`src/rtl/expr_check_arbiter.sv`:
```
// rtl/expr_check_arbiter.sv - round-robin sharing of one expression recognizer by two byte streams; EXPR_ARB_STATS_EN adds pass/fail counters
module expr_check_arbiter #(
  parameter int MAX_LEN = 16
) (
  input  logic       clk,
  input  logic       clr,
  input  logic [1:0] req,
  input  logic [1:0] vld,
  input  logic [1:0] last,
  input  logic [7:0] data0,
  input  logic [7:0] data1,
  output logic [1:0] gnt,
  output logic       rdy,
  output logic [1:0] done,
  output logic       pass,
  output logic       chk_clr,
  output logic       chk_step,
  output logic [7:0] chk_in,
  input  logic       chk_out
`ifdef EXPR_ARB_STATS_EN
  ,
  output logic [15:0] pass_cnt,
  output logic [15:0] fail_cnt
`endif
);

  typedef enum logic [2:0] {IDLE, CLEAR, FEED, WAIT, REPORT} state_t;

  localparam logic [7:0] MAX_CNT = 8'(MAX_LEN);

  state_t     state, state_n;
  logic [7:0] cnt, cnt_n;
  logic       ovf, ovf_n;
  logic       last_srv, last_srv_n;
  logic [1:0] gnt_n;
  logic       rdy_n;
  logic [1:0] done_n;
  logic       pass_n;
  logic       chk_clr_n;
  logic       chk_step_n;
  logic [7:0] chk_in_n;

  // Granted requester's view: index, request level and character lane
  logic       gsel;
  logic       greq;
  logic       gvld;
  logic       glast;
  logic [7:0] gdata;

  assign gsel  = gnt[1];
  assign greq  = req[gsel];
  assign gvld  = vld[gsel];
  assign glast = last[gsel];
  assign gdata = gsel ? data1 : data0;

  // State register
  always_ff @(posedge clk or posedge clr) begin
    if (clr) state <= IDLE;
    else     state <= state_n;
  end

  // Next state and next values of every registered output
  always_comb begin
    state_n    = state;
    cnt_n      = cnt;
    ovf_n      = ovf;
    last_srv_n = last_srv;
    gnt_n      = gnt;
    rdy_n      = rdy;
    done_n     = 2'b00;
    pass_n     = 1'b0;
    chk_clr_n  = 1'b0;
    chk_step_n = 1'b0;
    chk_in_n   = chk_in;
    case (state)
      IDLE: begin
        if (req != 2'b00) begin
          // On a tie the requester not served last wins
          if (req == 2'b11) gnt_n = last_srv ? 2'b01 : 2'b10;
          else              gnt_n = req;
          state_n = CLEAR;
        end
      end
      CLEAR: begin
        if (!greq) begin
          gnt_n   = 2'b00;
          state_n = IDLE;
        end else begin
          chk_clr_n = 1'b1;
          cnt_n     = 8'd0;
          ovf_n     = 1'b0;
          state_n   = FEED;
        end
      end
      FEED: begin
        // rdy rises one cycle into FEED, so the clear lands before any step
        if (!greq) begin
          gnt_n   = 2'b00;
          rdy_n   = 1'b0;
          state_n = IDLE;
        end else if (rdy && gvld) begin
          chk_step_n = 1'b1;
          chk_in_n   = gdata;
          cnt_n      = cnt + 8'd1;
          if (glast) begin
            rdy_n   = 1'b0;
            state_n = WAIT;
          end else if (cnt + 8'd1 == MAX_CNT) begin
            ovf_n   = 1'b1;
            rdy_n   = 1'b0;
            state_n = WAIT;
          end
        end else begin
          rdy_n = 1'b1;
        end
      end
      WAIT: begin
        state_n = REPORT;
      end
      REPORT: begin
        done_n     = gnt;
        pass_n     = chk_out & ~ovf;
        gnt_n      = 2'b00;
        last_srv_n = gsel;
        state_n    = IDLE;
      end
      default: begin
        gnt_n   = 2'b00;
        rdy_n   = 1'b0;
        state_n = IDLE;
      end
    endcase
  end

  // Registered outputs and transaction bookkeeping
  always_ff @(posedge clk or posedge clr) begin
    if (clr) begin
      cnt      <= 8'd0;
      ovf      <= 1'b0;
      last_srv <= 1'b1;
      gnt      <= 2'b00;
      rdy      <= 1'b0;
      done     <= 2'b00;
      pass     <= 1'b0;
      chk_clr  <= 1'b0;
      chk_step <= 1'b0;
      chk_in   <= 8'd0;
    end else begin
      cnt      <= cnt_n;
      ovf      <= ovf_n;
      last_srv <= last_srv_n;
      gnt      <= gnt_n;
      rdy      <= rdy_n;
      done     <= done_n;
      pass     <= pass_n;
      chk_clr  <= chk_clr_n;
      chk_step <= chk_step_n;
      chk_in   <= chk_in_n;
    end
  end

`ifdef EXPR_ARB_STATS_EN
  // Saturating verdict counters, one bump per completed transaction
  always_ff @(posedge clk or posedge clr) begin
    if (clr) begin
      pass_cnt <= 16'd0;
      fail_cnt <= 16'd0;
    end else if (state == REPORT) begin
      if (pass_n) begin
        if (pass_cnt != 16'hFFFF) pass_cnt <= pass_cnt + 16'd1;
      end else begin
        if (fail_cnt != 16'hFFFF) fail_cnt <= fail_cnt + 16'd1;
      end
    end
  end
`endif

endmodule

```
`config.mk`:
```
export PLATFORM = sky130hd
export DESIGN_NAME = expr_check_arbiter
export DESIGN_NICKNAME = d
export VERILOG_FILES = /design/src/rtl/expr_check_arbiter.sv
export SDC_FILE = /design/constraint.sdc
export NUM_CORES = 1
export LEC_CHECK = 0
export ABC_AREA = 1
export BUFFER_PORTS_ARGS = -buffer_cell sky130_fd_sc_hd__buf_2
export CORE_UTILIZATION = 55
export DETAILED_ROUTE_END_ITERATION = 8
export PLACE_DENSITY = 0.8
export SLEW_MARGIN = 20
export SYNTH_ARGS = -nofsm -noshare
export SYNTH_HDL_FRONTEND = slang
export SYNTH_SLANG_ARGS = --single-unit
```
`constraint.sdc`:
```
create_clock -name clk -period 3.1 [get_ports clk]
set_input_delay 0.62 -clock clk [delete_from_list [all_inputs] [get_ports clk]]
set_output_delay 0.62 -clock clk [all_outputs]
set_load 0.005 [all_outputs]
```
==> metrics.yaml <==
route:
  vias_per_cell: 5.26
  drc: 0
  wire_per_inst_um: 12.8
  dr_total_vias: 1326
  ant_nets: 0
  drtIter0Drc: 26
  dr.pass1.iters: 4
  routed_wl_um: 3230
power_and_ir_drop:
  leakage_nw: 0.932
  pwr-share-clk_pct: 19.9
  switching_share_pct: 38.7
  seqPwrFrac_pct: 44.9
  p_comb_share_pct: 35.1
  p_per_area_mw_per_mm2: 683
  p_switching_w: 0.000454
  p_int_w: 0.000719
  ir_drop_mv: 0.525
clock_tree:
  postCtsHoldBufs: 0
  clk_latency_ns: 0.33
  clkTransAtPathRegs_ns: 0.09
  max-clock-path-buffers: 2
  clock-sinks: 29
  ctsHtreeMaxLevel: 2
  postCtsResizedCells: 0
  cts_tree: "done"
  cts_setup_buffers: 0
  cts_root_buf: "clkbuf_4"
  cts_inserted_buffers: 5
worst_setup_path:
  crit_end: "ovf"
  cp_max_fo: 22
  endpoint_kind: "flip-flop"
  rr_startpoint: "gnt[1]"
  cp_data_required_time_ns: 3.36
  rrSetupSlack_ns: 1.03
  arrival_ns: 2.34
  crit_start: "gnt[1]"
  worstRegToRegCells: 9
  reg2reg_to: "ovf"
  start_kind: "flip-flop"
  crit_type: "flip-flop to flip-flop"
sta:
  worst_slack_ns: 1.03
  finalSetupTns_ns: 0
  finClkSkew_ns: 0.00720
  setup-violations-final: 0
  final.min_clock_period_ns: 2.07
  slew_headroom_pct: 59.6
  worst_slew_pin_slew_ns: 0.605
  rsz0062_at_grt: "false"
  hold_violations: 0
  max_freq_mhz: 482
  fin_crit_sh_pct: 66.9
  slew_violations: 0
die:
  die_w_um: 53.4
  dieHeight_um: 53.4
  core-area_mm2: 0.00248
  top_level_ports: 41
  dieArea_mm2: 0.00285
  row_count: 18
  start_util_pct: 58.6
synthesis:
  synthTopCellsByArea: "dfrtp_1, nand2_1, nor2_1, inv_1, a31oi_1"
  syn-cell-area_mm2: 0.00145
  synth_cell_type_count: 29
  seq_area_frac_synth_pct: 50.1
  yosys.area.top_type: "dfrtp_1"
  async_flop_share_pct: 100
  synth-seq-cells: 29
  syn_inst: 179
  synth.avg_cell_area_um2: 8.11
  syn_nets: 205
  yosysTopAreaCellShare_pct: 48.3
  synth-edff-count: 0
  yosys_warnings: 0
  synth_ff_type: "dfrtp_1"
final_layout:
  regArea_um2: 727
  multi_input_area_um2: 618
  fillCellCount: 209
  area_growth_syn_to_layout_pct: 18.3
  antennaDiodeCount: 0
  finalNonFillerCells: 252
  drive_gt1_share_pct: 28.8
  nets: 248
  final_core_util_pct: 69.3
run:
  cap_violations: 0
placement:
  dp.cells: 245
  place_congestion: 0.811
  io_buffer_count: 40
  pre_cts_slack_ns: 1.05
  dp_hpwl_um: 2380
grt:
  grt_remaining_overflow: 0
  grt_pass1_vias: 1291
  grt_max_degree: 30
  grt_first_pass_wirelength_um: 5280
  antenna_found_initial: 0
  grt_usage_pct: 26.8
min_path:
  hold_class: "primary input to asynchronous set/reset pin"
outcome:
  outcome: "finished, final reports clean"
## state kept, by name (all words and copies together), names as in the netlist
signal    count
chk_clr       1
chk_in        8
chk_step      1
cnt           8
done          2
gnt           2
last_srv      1
ovf           1
pass          1
rdy           1
state         3
## cell usage after synthesis, types with 3 or more instances
library cell	number
nand3_1	8
o21ai_0	5
inv_2	4
a31oi_1	8
nand2_1	51
nand2_4	4
nor2_1	25
dfrtp_1	28
inv_1	17
o22ai_1	3
o21ai_1	4
## power by group through the flow
stage / Combinational, W / Clock [W] / Sequential [W]
finish: 0.000412 / 0.000234 / 0.000527
detailed placement: 0.000409 / 0 / 0.000531
CTS: 0.000413 / 0.000238 / 0.000526
floorplan: 0.000302 / 0 / 0.000517
global route: 0.000465 / 0.000253 / 0.000540
global placement: 0.000392 / 0 / 0.000528
## cell usage in the layout, fill, tap and decap left out, types with 2 or more instances in the layout
cell type,synthesis,routed
o21ai_1,4,4
a21oi_1,2,2
clkbuf_4,0,5
nor3_1,2,2
nor2_1,25,25
a31oi_1,8,8
inv_1,17,16
o21ai_0,5,5
nand2_4,4,4
o22ai_1,3,3
dfrtp_1,28,28
nand2_1,51,51
inv_2,4,5
nand4_1,2,2
nor3_2,2,2
nand3_1,8,8
buf_2,1,40
## critical path: stages, from the launching register on
cell     delay [ns]
dfrtp_1        0.55
inv_2          0.27
nand2_1        0.14
nand2_4        0.10
nand2_4        0.07
nor2_4         0.40
nor2_1         0.12
nor2_1         0.12
nand4_1        0.11
a21oi_1        0.14
## layer usage
layer	GRT usage, %	vias up	share of wire [%]
met4	11.4	0	1.2
met5	0	-	0
met2	47.9	39	53
met1	28.5	620	41
li1	-	661	-
met3	8.33	6	4.4
## cell families after synthesis
group | share of synthesized area, %
AOI/OAI and AO/OA | 10.0
adders and majority gates | 0.862
buffers and inverters | 7.33
DFF | 50.1
and+or+nand+nor | 31.7
## worst min path at each step
stage                      endpoint  start  slack, ns  cells past startpoint
after floorplan                pass    ovf       0.46                      3
after global placement          rdy    rdy       0.48                      2
after detailed placement        rdy    rdy       0.50                      2
after CTS                       rdy    rdy       0.52                      2
after global routing         cnt[7]    clr       0.40                      2
final                     chk_in[3]    clr       0.34                      2
## per-stage QoR
| step | hold slack (ns) | area, um^2 | power [W] |
|---|---|---|---|
| after floorplan | 0.459 | 1450 | 0.000818 |
| after global placement | 0.482 | 1660 | 0.000920 |
| after detailed placement | 0.497 | 1660 | 0.000940 |
| after CTS | 0.519 | 1720 | 0.00118 |
| after global routing | 0.404 | 1720 | 0.00126 |
| final | 0.343 | 1720 | 0.00117 |
## area by class of cell
| type | instances | area share [%] |
|---|---|---|
| flip-flops and latches | 29 | 42.3 |
| multi-input cells | 125 | 36.0 |
| repair buffers | 40 | 11.7 |
| inverters | 21 | 4.59 |
| clock buffers | 7 | 3.21 |
| well taps | 30 | 2.19 |
(Power assumes the default switching activity.)
